File: config.mk
export PLATFORM = sky130hd
export DESIGN_NAME = led_pattern_gen
export DESIGN_NICKNAME = d
export VERILOG_FILES = /design/src/rtl/led_pattern_gen.sv
export SDC_FILE = /design/constraint.sdc
export NUM_CORES = 1
export LEC_CHECK = 0
export CAP_MARGIN = 20
export CORE_MARGIN = 2
export CORE_UTILIZATION = 35
export CTS_CLUSTER_SIZE = 24
export DETAILED_ROUTE_END_ITERATION = 10
export DONT_BUFFER_PORTS = 1
export GPL_TIMING_DRIVEN = 0
export PLACE_DENSITY = 0.53
export SETUP_SLACK_MARGIN = 0.1
export SYNTH_ARGS = -nofsm -noshare
export SYNTH_HDL_FRONTEND = slang
export SYNTH_SLANG_ARGS = --single-unit
File: constraint.sdc
create_clock -name i_clk -period 2.2 [get_ports i_clk]
set_input_delay 0.66 -clock i_clk [delete_from_list [all_inputs] [get_ports i_clk]]
set_output_delay 0.66 -clock i_clk [all_outputs]
set_load 0.02 [all_outputs]
File: src/rtl/led_pattern_gen.sv
// led_pattern_gen
//   Board LED bank driver: steps a pattern register at a programmable rate,
//   offers four patterns (alternate-toggle, rotate-left, bounce, binary count)
//   and dims the whole bank with a free-running PWM.
//
// Ports
//   i_clk      system clock
//   i_rst      asynchronous, active-high reset
//   i_en       1 runs the step timer, 0 freezes timer and pattern
//   i_mode     0 toggle, 1 rotate-left, 2 bounce, 3 binary count
//   i_speed    step period is divided by 2^speed
//   i_duty     brightness, 0 = off, all-ones = fully on
//   o_step     one-cycle pulse on each pattern step
//   o_pattern  logical pattern, active-high, registered
//   o_nled     pad drive after PWM and polarity, registered
//
// Bounce direction
//   state    | meaning
//   DIR_UP   | lit bit moves toward bit NUM_LEDS-1
//   DIR_DOWN | lit bit moves toward bit 0
module led_pattern_gen #(
  parameter int NUM_LEDS         = 6,
  parameter int TICKS_PER_SECOND = 27_000_000,
  parameter int STEPS_PER_SECOND = 2,
  parameter int ACTIVE_LOW       = 1,
  parameter int PWM_BITS         = 4
) (
  input  logic                i_clk,
  input  logic                i_rst,
  input  logic                i_en,
  input  logic [1:0]          i_mode,
  input  logic [1:0]          i_speed,
  input  logic [PWM_BITS-1:0] i_duty,
  output logic                o_step,
  output logic [NUM_LEDS-1:0] o_pattern,
  output logic [NUM_LEDS-1:0] o_nled
);

  localparam logic [31:0] BASE_PERIOD = 32'(TICKS_PER_SECOND / STEPS_PER_SECOND);
  localparam logic [NUM_LEDS-1:0] LEDS_OFF =
    (ACTIVE_LOW != 0) ? {NUM_LEDS{1'b1}} : {NUM_LEDS{1'b0}};

  typedef enum logic {DIR_UP, DIR_DOWN} dir_t;

  function automatic logic [NUM_LEDS-1:0] seed(input logic [1:0] mode);
    logic [NUM_LEDS-1:0] s;
    s = '0;
    case (mode)
      2'd0: for (int i = 0; i < NUM_LEDS; i += 2) s[i] = 1'b1;
      2'd1, 2'd2: s[0] = 1'b1;
      default: s = '0;
    endcase
    return s;
  endfunction

  logic [31:0]         r_cnt;
  logic                r_step;
  logic [NUM_LEDS-1:0] r_pattern;
  logic [NUM_LEDS-1:0] r_nled;
  logic [PWM_BITS-1:0] r_pwm_cnt;
  logic [1:0]          r_applied_mode;
  dir_t                r_dir;

  logic [31:0]         w_shifted;
  logic [31:0]         w_period;
  logic                w_fire;
  logic [NUM_LEDS-1:0] w_adv_pattern;
  dir_t                w_adv_dir;
  logic                w_on;
  logic [NUM_LEDS-1:0] w_nled_next;

  // Only the shift by speed is done at runtime; the base period is elaborated.
  assign w_shifted = BASE_PERIOD >> i_speed;
  assign w_period  = (w_shifted == 32'd0) ? 32'd1 : w_shifted;
  // >= rather than == so a mid-count speed-up fires on the next edge.
  assign w_fire    = i_en && (r_cnt >= (w_period - 32'd1));

  always_comb begin
    w_adv_pattern = r_pattern;
    w_adv_dir     = r_dir;
    case (r_applied_mode)
      2'd0: w_adv_pattern = ~r_pattern;
      2'd1: w_adv_pattern = {r_pattern[NUM_LEDS-2:0], r_pattern[NUM_LEDS-1]};
      2'd2: begin
        // Reverse at the end and move in the same step, so no end is held twice.
        if (r_dir == DIR_UP) begin
          if (r_pattern[NUM_LEDS-1]) begin
            w_adv_dir     = DIR_DOWN;
            w_adv_pattern = r_pattern >> 1;
          end else begin
            w_adv_pattern = r_pattern << 1;
          end
        end else begin
          if (r_pattern[0]) begin
            w_adv_dir     = DIR_UP;
            w_adv_pattern = r_pattern << 1;
          end else begin
            w_adv_pattern = r_pattern >> 1;
          end
        end
      end
      default: w_adv_pattern = r_pattern + NUM_LEDS'(1);
    endcase
  end

  // All-ones duty is forced fully on; the compare alone would leave one dark slot.
  assign w_on        = (&i_duty) | (r_pwm_cnt < i_duty);
  assign w_nled_next = (r_pattern & {NUM_LEDS{w_on}}) ^ LEDS_OFF;

  always_ff @(posedge i_clk or posedge i_rst) begin
    if (i_rst) begin
      r_cnt          <= '0;
      r_step         <= 1'b0;
      r_pattern      <= seed(2'd0);
      r_nled         <= LEDS_OFF;
      r_pwm_cnt      <= '0;
      r_applied_mode <= 2'd0;
      r_dir          <= DIR_UP;
    end else begin
      r_pwm_cnt <= r_pwm_cnt + PWM_BITS'(1);
      r_nled    <= w_nled_next;
      if (w_fire) begin
        r_cnt  <= '0;
        r_step <= 1'b1;
        // A new mode only takes effect at a step, and that step just seeds it.
        if (i_mode != r_applied_mode) begin
          r_pattern      <= seed(i_mode);
          r_applied_mode <= i_mode;
          r_dir          <= DIR_UP;
        end else begin
          r_pattern <= w_adv_pattern;
          r_dir     <= w_adv_dir;
        end
      end else begin
        r_step <= 1'b0;
        if (i_en) r_cnt <= r_cnt + 32'd1;
      end
    end
  end

  assign o_step    = r_step;
  assign o_pattern = r_pattern;
  assign o_nled    = r_nled;

endmodule

======== Word-level counts from Yosys, hierarchy flattened ========
Index checks and enable logic that the tools add are counted.
cells by class
  shift-type cells ........................ 1
  reductions and logical operators ........ 10
  add/sub/neg operators ................... 4
  magnitude comparators ................... 2
  muxes and demuxes ....................... 16
  bitwise gates (word level) .............. 4
  eq/ne operators ......................... 5
operators by type and width
  kind                                                 count
  two-way mux 32 bit                                   3
  adder 32 x 1 -> 32 bit (second input constant)       1
  >= comparator 32 bit                                 1
  zero test 32 bit                                     1
  >> shifter 24 x 2 -> 32 bit (first input constant)   1
  subtractor 32 x 1 -> 32 bit (second input constant)  1
  two-way mux 6 bit                                    4
  one-hot mux 6 bit (3 select lines)                   1
  inverter 6 bit                                       2
  two-way mux 1 bit                                    8
  adder 6 x 1 -> 6 bit (second input constant)         1
  bitwise AND 6 bit                                    1
  adder 4 x 1 -> 4 bit (second input constant)         1
  == test 2 x 1 -> 1 bit (second input constant)       2
  == test 2 bit (second input constant)                2
  zero test 2 bit                                      2
  < comparator 4 bit                                   1
  AND reduction 2 bit                                  2
  AND reduction 4 bit                                  1
  nonzero test 2 bit                                   2
  OR reduction 3 bit                                   1
  inequality test 2 bit                                1
  logical AND 1 bit                                    1
  OR 1 bit                                             1
word-level totals
  input bits .............................. 11
  flip-flop bits (word level) ............. 52
  output and inout port bits .............. 13

======== Logic depth before layout (Yosys ltp) ========
Gate-level depths: netlist of the first run.
  depth in word-level cells ............... 7
  mapped depth ............................ 11
  depth with buffers taken out ............ 10

======== Worst setup path before layout of the first run ========
OpenSTA, ideal clock, no wires.
  kind .................................... input to register
  from .................................... input port i_speed[1]
  to ...................................... register r_applied_mode[0]
  setup slack ............................. -0.520 ns
  library setup time ...................... 0.125 ns
  stages on the path ...................... 9
  buffers on the path ..................... 0
  data arrival time ....................... 2.595 ns
  cells stage by stage .................... inv_1 -> ha_1 -> inv_1 -> ha_1 -> nand4_1 -> nor4_1 -> o211ai_1 -> a41oi_4 -> mux2_2
on the way
  word-level cells in the longest chain between the ends .. 7
ends and longest elaborated chain
  item                             line  RTL
  start: declaration               32    input logic [1:0] i_speed,
  >> shifter 24 x 2 -> 32 bit *    73    assign w_shifted = BASE_PERIOD >> i_speed;
  zero test 32 bit                 74    assign w_period = (w_shifted == 32'd0) ? 32'd1 : w_shifted;
  two-way mux 32 bit *             74
  subtractor 32 x 1 -> 32 bit *    76    assign w_fire = i_en && (r_cnt >= (w_period - 32'd1));
  >= comparator 32 bit *           76
  logical AND 1 bit *              76
  AND reduction 2 bit (no line) *  --
  end signal: assignment           128   r_applied_mode <= i_mode;
  end: declaration                 61    logic [1:0] r_applied_mode;
Mark *: on every way between the ends. The rest lies on a longest branch, timed or not.
A chain may end at the register's enable or synchronous reset.

======== Final worst setup path of the first run ========
  from .................................... input port i_speed[1]
  to ...................................... register r_applied_mode[1]
The elaborated chain is that of the path after synthesis.

==> flow_summary.ini, run 1 <==
[sta]
final-setup-viol-count = 41
hold_violations = 0
tns_ns = -11.43
fin_ws_ns = -0.357
fmax_ghz = 0.391
skew_ns = 0.0162
timing.final.crit_period_ns = 2.56
drv_slew = 0
rsz0062_at_grt = yes
tightest_slew_ns = 0.661
max_slew_margin_pct = 55.5
fin_crit_sh_pct = 116

[finish]
layout.cells.non_filler = 539
final_area_um2 = 4020
fill_cells = 985
nets = 455
n_antenna_cell = 0
final_layout_size_suffix_gt1_share_pct = 14.0
area_growth_pct = 15.1

[logic_synthesis]
syn_avg_cell_area_um2 = 9.11
seq_area_frac_synth_pct = 37.6
synth_seq_cells = 52
synth_edf_count = 0
synthFlopType = dfrtp_1
synthDistinctLibCells = 49
synthArstFlopShare_pct = 100
yosys_warnings = 0
syn_area_um2 = 3490
syn_inst = 383

[die]
fp.dieH_um = 104
core_um2 = 9730
num_rows = 36
die_area_um2 = 10800
ios = 24
initial_core_util_pct = 35.9
dieWidth_um = 104

[place]
dp_cells = 524
postPlaceCellArea_um2 = 3750
preCtsSetupSlack_ns = -0.872
place_congestion = 0.809
dp_hpwl_um = 5480
portBuffers = 0

[clock_tree]
cts.path.max_buffers = 2
clock_latency_ns = 0.32
clk_pin_slew_ns = 0.10
cts_root_buffer = clkbuf_8
cts_sinks = 52
cts_buffers = 5
cts_tree = built
cts_max_level = 2
cts.hold.buffers_added = 0

[worst_setup_path]
required_ns = 2.40
worstPathMaxFanout = 8
critPathArrivalTime_ns = 2.75
end_kind = register
cp-start-kind = input port
crit_type = input port to register

[drt]
drt_iter0_markers = 86
wl_per_cell_um = 14.2
route.detailed.drc = 0
firstDrtPassIters = 4
vias_per_cell = 5.05
drtAntennaViolNets = 0
vias = 2720
finalWirelength_um = 7640

[grt]
first_global_vias = 2719
grt_usage_pct = 14.7
antenna_found_initial = 0
overflow = 0
grt_first_pass_wirelength_um = 13200
grt_max_degree = 36

[job]
drv_cap = 0

[run_status]
violations = negative setup slack
outcome = finished with violations

[min_path]
min_path_type = input port to asynchronous set/reset pin

[power]
powerDensity_nw_per_um2 = 500
ir_drop_v = 0.000245
leakagePower_nw = 1.81
-- layout make-up --
type                            count  area, um^2  area share [%]
Timing Repair Buffer                8         109            2.71
Tap cell                          133         166            4.14
Inverter                           21        88.8            2.21
Buffer                             13        76.3            1.90
Clock buffer                        5        68.8            1.71
Multi-Input combinational cell    304        2170            54.0
Sequential cell                    52        1310            32.7
Clock inverter                      3        25.0           0.623
-- metrics by stage --
stage	utilization, %	total power [mW]	hold slack (ns)
floorplan	-	1.34	0.434
global placement	38.4	1.40	0.461
detailed placement	38.6	1.42	0.471
CTS	41.2	2.04	0.208
global route	41.3	2.15	0.210
finish	41.3	2.01	0.202
-- path summary, 6_finish.rpt --
path	from	cells past startpoint	slack, ns	end
worst max register to register	r_cnt[27]	8	-0.25	r_applied_mode[1]
min in group i_clk	r_pwm_cnt[0]	1	0.48	r_pwm_cnt[0]
worst min-delay path	i_rst	1	0.20	r_pwm_cnt[1]
worst max-delay path	i_speed[1]	11	-0.36	r_applied_mode[1]
worst min register to register	r_pwm_cnt[0]	1	0.48	r_pwm_cnt[0]
max in group asynchronous	i_rst	2	1.42	o_pattern[4]
-- layer usage --
metal / up-vias / GRT usage (%) / wire length, um
met2: 43 / 23.9 / 3580
li1: 1377 / - / -
met5: - / 0 / 0
met3: 11 / 2.89 / 268
met1: 1289 / 19.9 / 3680
met4: 0 / 4.15 / 113
-- synthesized netlist by cell type, drive strengths merged (7+ instances only) --
| master | number | area, um^2 |
|---|---|---|
| a21oi | 25 | 125 |
| xor2 | 21 | 184 |
| dfrtp | 43 | 1080 |
| nor2 | 43 | 161 |
| xnor2 | 15 | 131 |
| o21ai | 18 | 90.1 |
| a31oi | 7 | 43.8 |
| inv | 21 | 78.8 |
| nand2 | 31 | 116 |
| clkbuf | 7 | 26.3 |
| nand3 | 21 | 105 |
| ha | 39 | 488 |
| and3 | 7 | 43.8 |
| dfstp | 9 | 236 |
| nand4 | 16 | 106 |
-- power breakdown --
part	switching (mW)	leakage [nW]	internal, mW
registers	0.0789	0.666	1.02
logic	0.174	1.10	0.147
clock network	0.359	0.0452	0.233
total	0.612	1.81	1.40
-- state kept, by name, summed over array words and instances, names as in the netlist --
signal	cells
r_cnt	32
o_step	1
o_nled	6
r_pwm_cnt	4
o_pattern	6
r_dir	1
r_applied_mode	2
-- critical path, stage by stage --
cell,delay (ns)
clkinvlp_4,0.08
ha_4,0.26
buf_6,0.13
ha_4,0.26
nand4_1,0.09
nor4_2,0.29
o211ai_1,0.13
buf_4,0.16
a41oi_4,0.23
buf_12,0.17
mux2_4,0.30
-- placed cells by master (no fill, tap or decap), types with 2 or more instances in the layout --
cell         n
a21boi_0     3
a21o_1       2
a21oi_1     24
a31oi_1      7
and2_1       2
and3_1       7
buf_12       2
buf_4        8
clkbuf_1     7
clkbuf_8     5
clkinvlp_4   3
conb_1       9
dfrtp_1     43
dfstp_2      9
ha_1        34
ha_4         4
inv_1       17
inv_6        2
mux2_4       3
nand2_1     31
nand2b_1     6
nand3_1     20
nand4_1     15
nor2_1      42
nor2b_1      3
nor3_1       3
nor4_1       3
nor4_2       2
o211ai_1     2
o21a_1       2
o21ai_0     14
o21ai_1      4
o21bai_1     2
or3_1        3
xnor2_1     14
xor2_1      21
-- what timing repair did --
action / in CTS / in global routing
endpoints found under the hold margin: 0 / 0
buffers inserted: 6 / 0
pin swaps: 11 / 6
gates cloned: 1 / 0
endpoints found under the setup margin: 42 / 42
resized for setup: 15 / 3
-- logic make-up after synthesis --
| group | count (synthesis) | synth area share (%) |
|---|---|---|
| and+or+nand+nor | 144 | 20.6 |
| AOI/OAI and AO/OA | 71 | 12.8 |
| DFF | 52 | 37.6 |
| adders and majority gates | 39 | 14.0 |
| xor gates and xnor gates | 36 | 9.04 |
| buffers and inverters | 34 | 4.13 |
| muxes | 5 | 1.58 |
| other | 2 | 0.215 |
(Power assumes the default switching activity.)
==> inputs of run 2 (changes only) <==
--- a/config.mk
+++ b/config.mk
@@ -5,6 +5,7 @@
 export SDC_FILE = /design/constraint.sdc
 export NUM_CORES = 1
 export LEC_CHECK = 0
+export ABC_AREA = 1
 export CAP_MARGIN = 20
 export CORE_MARGIN = 2
 export CORE_UTILIZATION = 35
@@ -12,7 +13,7 @@
 export DETAILED_ROUTE_END_ITERATION = 10
 export DONT_BUFFER_PORTS = 1
 export GPL_TIMING_DRIVEN = 0
-export PLACE_DENSITY = 0.53
+export PLACE_DENSITY = 0.51
 export SETUP_SLACK_MARGIN = 0.1
 export SYNTH_ARGS = -nofsm -noshare
 export SYNTH_HDL_FRONTEND = slang
==> constraint.sdc (replaced) <==
create_clock -name i_clk -period 2.65 [get_ports i_clk]
set_input_delay 0.795 -clock i_clk [delete_from_list [all_inputs] [get_ports i_clk]]
set_output_delay 0.795 -clock i_clk [all_outputs]
set_load 0.02 [all_outputs]
==> run 2 against run 1 <==
Net effect: the run now ends clean; sequential power barely moved; via count rose by 24%; die area rose by 13%; cell count rose by 31%; count of clock-buffer cells in the layout did not move; non-clock buffer count fell by 1; sequential share of layout area fell by 3.7 points; power rose by 17%; first-iteration DRC count rose by 110%; clock skew fell by 0.010 ns; worst hold slack improved by 0.13 ns; clock power rose by 20%; largest cell class unchanged.
==> flow_summary.ini, run 2 <==
[drt]
firstDrtPassIters = 4
vias_per_cell = 4.79
vias = 3370
route.detailed.drc = 0
wl_per_cell_um = 13.6
finalWirelength_um = 9560
drtAntennaViolNets = 0
drt_iter0_markers = 182

[die]
dieWidth_um = 111
fp.dieH_um = 111
ios = 24
initial_core_util_pct = 36.3
num_rows = 38
core_um2 = 10900
die_area_um2 = 12200

[min_path]
min_path_type = input port to asynchronous set/reset pin

[place]
dp_hpwl_um = 7380
place_congestion = 0.885
portBuffers = 0
postPlaceCellArea_um2 = 4210

[grt]
grt_first_pass_wirelength_um = 16400
grt_usage_pct = 16.4
overflow = 0
antenna_found_initial = 0
grt_max_degree = 39
first_global_vias = 3337

[finish]
nets = 613
area_growth_pct = 14.1
final_common_cell = nand2_1
n_antenna_cell = 0
final_area_um2 = 4530
final_cell_mix = nand2_1, inv_1, nor2_1, dfrtp_1, ha_1
final_layout_size_suffix_gt1_share_pct = 12.4
regMostFlops = r_cnt
largest_reg_flops = 32

[worst_setup_path]
required_ns = 2.88
critPathArrivalTime_ns = 2.72
rr_worst_depth = 12
end_kind = register
worstPathMaxFanout = 7
crit_type = input port to register
cp-start-kind = input port

[clock_tree]
clk_pin_slew_ns = 0.08
clock_latency_ns = 0.30
cts_sinks = 52
cts.hold.buffers_added = 0
cts.path.max_buffers = 2
cts_max_level = 2
cts_tree = built
cts_root_buffer = clkbuf_16
cts_buffers = 5

[sta]
tightest_slew_ns = 0.641
final-setup-viol-count = 0
hold_violations = 0
fmax_ghz = 0.402
skew_ns = 0.00601
max_slew_margin_pct = 56.8
tns_ns = 0
rsz0062_at_grt = yes
timing.final.crit_period_ns = 2.49
drv_slew = 0
fin_crit_sh_pct = 93.9

[logic_synthesis]
synth_seq_cells = 52
syn_avg_cell_area_um2 = 7.38
seq_area_frac_synth_pct = 33.0
yosysTopAreaCell = dfrtp_1
syn_inst = 538
synthFlopType = dfrtp_1
syn_area_um2 = 3970
synth_edf_count = 0
synth_common_cells = nand2_1, inv_1, nor2_1
synth.most_common_cell = nand2_1
yosys_warnings = 0
synthArstFlopShare_pct = 100
synth_area_leaders = dfrtp_1, nand2_1, ha_1, dfstp_2, inv_1
synthDistinctLibCells = 38
synth_top_area_share_pct = 27.1

[power]
powerDensity_nw_per_um2 = 517
leakagePower_nw = 2.16
ir_drop_v = 0.000315

[run_status]
outcome = finished clean

[job]
drv_cap = 0
-- run 2: metal layers --
| layer | track usage (%) | wire length, um | share of wire, % | vias up |
|---|---|---|---|---|
| li1 | - | - | - | 1758 |
| met1 | 21.4 | 4510 | 47 | 1545 |
| met2 | 27.8 | 4490 | 47 | 54 |
| met3 | 2.85 | 377 | 3.9 | 13 |
| met4 | 5.00 | 187 | 2.0 | 0 |
| met5 | 0 | 0 | 0 | - |
-- run 2: worst max-delay path, cell delays in order --
cell and delay [ns]:
clkinvlp_4 0.08, ha_4 0.27, buf_4 0.13, ha_1 0.26, nand2_1 0.08, inv_1 0.05
a21oi_1 0.15, nand2_1 0.08, nand2_1 0.06, nand2_1 0.06, nand2_2 0.12, nand2_4 0.08
nand2_8 0.10, inv_6 0.04, buf_12 0.14, buf_12 0.12, nor2_1 0.10
-- run 2: what timing repair did --
action / CTS / global route
gates cloned: 1 / 0
endpoints found under the setup margin: 28 / 35
gates resized for setup: 8 / 8
pin swaps: 3 / 8
buffers inserted: 7 / 2
-- run 2: metrics by stage --
stage	util, %	power, mW	worst slack, ns	cells	hold slack [ns]
after detailed placement	38.5	1.64	-0.354	686	0.465
final	41.5	2.34	0.161	704	0.328
after floorplan	-	1.48	-0.00180	545	0.434
after global placement	38.3	1.62	-0.362	685	0.464
after CTS	41.1	2.36	0.127	702	0.338
after global routing	41.5	2.51	0.0674	704	0.354
-- run 2: power by group --
part / leakage [nW] / switching [mW] / total [mW] / internal [mW]
clock: 0.0767 / 0.344 / 0.710 / 0.365
sequential: 0.661 / 0.180 / 1.09 / 0.910
combinational: 1.42 / 0.329 / 0.544 / 0.215
-- run 2: kinds of logic (layout without fill, tap and decap cells) --
logic type	Yosys count	in the layout	share of synthesized area, %
AO/OA/AOI/OAI	48	48	6.68
XOR/XNOR	28	28	6.18
adder cells (fa/ha/maj)	39	39	12.3
buffers and inverters	75	94	7.85
flip-flops	52	52	33.0
other	2	9	0.189
AND/OR/NAND/NOR	294	294	33.8
-- run 2: area by class of cell --
class                      instances  area, um^2
buffer                             9        75.1
clock buffer                       5         125
clock inverter                     3        28.8
fill                            1159        6400
inverter                          66         263
multi-input combinational        418        2430
sequential                        52        1310
tap                              140         175
timing repair buffer              11         128
-- run 2: path summary, 6_finish.rpt --
path / to / slack [ns] / from
max: r_cnt[25] / 0.16 / i_speed[0]
min: r_pwm_cnt[3] / 0.33 / i_rst
max reg2reg: r_cnt[18] / 0.39 / r_cnt[29]
min reg2reg: r_pwm_cnt[0] / 0.47 / r_pwm_cnt[0]
max in group asynchronous: o_pattern[0] / 1.74 / i_rst
min in group i_clk: r_pwm_cnt[0] / 0.47 / r_pwm_cnt[0]
==> inputs of run 3 (changes only) <==
--- a/config.mk
+++ b/config.mk
@@ -8,12 +8,12 @@
 export ABC_AREA = 1
 export CAP_MARGIN = 20
 export CORE_MARGIN = 2
-export CORE_UTILIZATION = 35
+export CORE_UTILIZATION = 40
 export CTS_CLUSTER_SIZE = 24
 export DETAILED_ROUTE_END_ITERATION = 10
 export DONT_BUFFER_PORTS = 1
 export GPL_TIMING_DRIVEN = 0
-export PLACE_DENSITY = 0.51
+export PLACE_DENSITY = 0.56
 export SETUP_SLACK_MARGIN = 0.1
 export SYNTH_ARGS = -nofsm -noshare
 export SYNTH_HDL_FRONTEND = slang
==> run 3 against run 2 <==
Net effect: via count up 1.7%; power down 6.1%; die area is 12% lower; setup slack gained 0.047 ns; sequential cell count did not move; combinational power about the same; fmax grew 1.9%; clock skew rose by 0.0029 ns; clock power is 20% lower; largest power group unchanged.
==> flow_summary.ini, run 3 (same netlist as run 2, synthesis figures left out) <==
[finish]
area_growth_pct = 13.5
final_cell_mix = nand2_1, inv_1, nor2_1, dfrtp_1, ha_1
fill_cells = 983
regMostFlops = r_cnt
final_layout_size_suffix_gt1_share_pct = 13.6
n_antenna_cell = 0
nets = 615
largest_reg_flops = 32
final_common_cell = nand2_1
final_core_utilization_pct = 46.6
final_area_um2 = 4510
layout.cells.non_filler = 699

[clock_tree]
cts_sinks = 52
cts.hold.buffers_added = 0
cts_root_buffer = clkbuf_8
clk_pin_slew_ns = 0.10
cts_tree = built
cts.path.max_buffers = 2
cts_buffers = 5
cts_max_level = 2
clock_latency_ns = 0.31

[grt]
grt_usage_pct = 18.6
grt_max_degree = 41
overflow = 0
first_global_vias = 3410
antenna_found_initial = 0
grt_first_pass_wirelength_um = 16300

[die]
dieWidth_um = 104
num_rows = 36
die_area_um2 = 10700
ios = 24
fp.dieH_um = 104
core_um2 = 9680
initial_core_util_pct = 41.0

[drt]
vias = 3428
drtAntennaViolNets = 0
finalWirelength_um = 9350
firstDrtPassIters = 4
route.detailed.drc = 0
drt_iter0_markers = 192
vias_per_cell = 4.90
wl_per_cell_um = 13.4

[power]
p_clk_share_pct = 25.9
intPower_mw = 1.41
seq_power_share_pct = 49.5
power.share.switching_pct = 36.0
powerDensity_nw_per_um2 = 488
ir_drop_v = 0.000344
power_frac_comb_pct = 24.7
power_switching_mw = 0.791
leakagePower_nw = 2.14

[worst_setup_path]
crit_type = input port to register
critPathArrivalTime_ns = 2.65
cp-start-kind = input port
worstPathMaxFanout = 4
ff2ff_setup_slack_ns = 0.41
end_kind = register
required_ns = 2.86

[sta]
fin_ws_ns = 0.208
fmax_ghz = 0.409
skew_ns = 0.00887
drv_slew = 0
timing.final.crit_period_ns = 2.44
final-setup-viol-count = 0
fin_crit_sh_pct = 92.2
rsz0062_at_grt = yes
max_slew_margin_pct = 60.2
whs_ns = 0.303
hold_violations = 0
tightest_slew_ns = 0.591

[place]
preCtsSetupSlack_ns = -0.355
portBuffers = 0
dp_cells = 679
place_congestion = 0.888
dp_hpwl_um = 7160
postPlaceCellArea_um2 = 4200

[job]
drv_cap = 0

[min_path]
min_path_type = input port to asynchronous set/reset pin

[run_status]
outcome = finished clean
-- run 3: cell types whose count changed in the layout (fill, tap and decap cells not counted), sizes merged --
cell | before | now
clkinvlp | 2 | 3
buf | 15 | 18
inv | 67 | 64
bufinv | 0 | 1
clkbuf | 10 | 9
clkinv | 0 | 1
-- run 3: what timing repair did --
action,CTS,global route
buffers inserted,6,5
cloned,1,0
resized for setup,9,17
endpoints found under the setup margin,19,35
pin swaps,3,10
-- run 3: area by class of cell --
type	instances	area, um^2	area share, %
Sequential cell	52	1310	29.1
Timing Repair Buffer	13	141	3.14
Multi-Input combinational cell	418	2440	54.1
Inverter	66	260	5.77
Tap cell	133	166	3.69
Buffer	9	75.1	1.67
Clock buffer	5	68.8	1.53
Clock inverter	3	42.5	0.944
-- run 3: per-layer routing --
metal  track usage (%)  share of wire, %
met3              3.08               4.1
met2              31.8                47
met4              5.69               1.9
met5                 0                 0
met1              24.0                47
-- run 3: worst max-delay path, cell delays in order --
cell	delay, ns
clkinvlp_4	0.08
ha_4	0.26
buf_4	0.15
ha_1	0.28
nand2_2	0.07
inv_1	0.05
a21oi_2	0.12
nand2_1	0.06
nand2_1	0.06
nand2_1	0.07
nand2_2	0.11
nand2_4	0.08
nand2_8	0.09
inv_4	0.04
buf_12	0.13
buf_8	0.12
nand2_2	0.05
nand2_2	0.04
-- run 3: metrics by stage --
| step | TNS, ns | total power [mW] |
|---|---|---|
| 2_1_floorplan | -0.0106 | 1.48 |
| 3_3_place_gp | -13.61 | 1.61 |
| 3_5_place_dp | -9.08 | 1.62 |
| 4_1_cts | 0 | 2.21 |
| 5_1_grt | 0 | 2.38 |
| 6_report | 0 | 2.20 |
-- run 3: power groups by stage --
stage | registers (mW) | logic, mW | clock network, mW
2_1_floorplan | 1.05 | 0.428 | 0
3_3_place_gp | 1.10 | 0.513 | 0
3_5_place_dp | 1.10 | 0.524 | 0
4_1_cts | 1.09 | 0.534 | 0.589
5_1_grt | 1.11 | 0.644 | 0.627
6_report | 1.09 | 0.542 | 0.569
-- run 3: path summary, 6_finish.rpt --
kind | from | cells past startpoint | endpoint
max in group asynchronous | i_rst | 2 | o_pattern[0]
min reg2reg | r_pwm_cnt[0] | 1 | r_pwm_cnt[0]
max reg2reg | r_cnt[31] | 12 | o_pattern[3]
min | i_rst | 1 | r_pwm_cnt[0]
max | i_speed[0] | 18 | r_applied_mode[0]
min in group i_clk | r_pwm_cnt[0] | 1 | r_pwm_cnt[0]
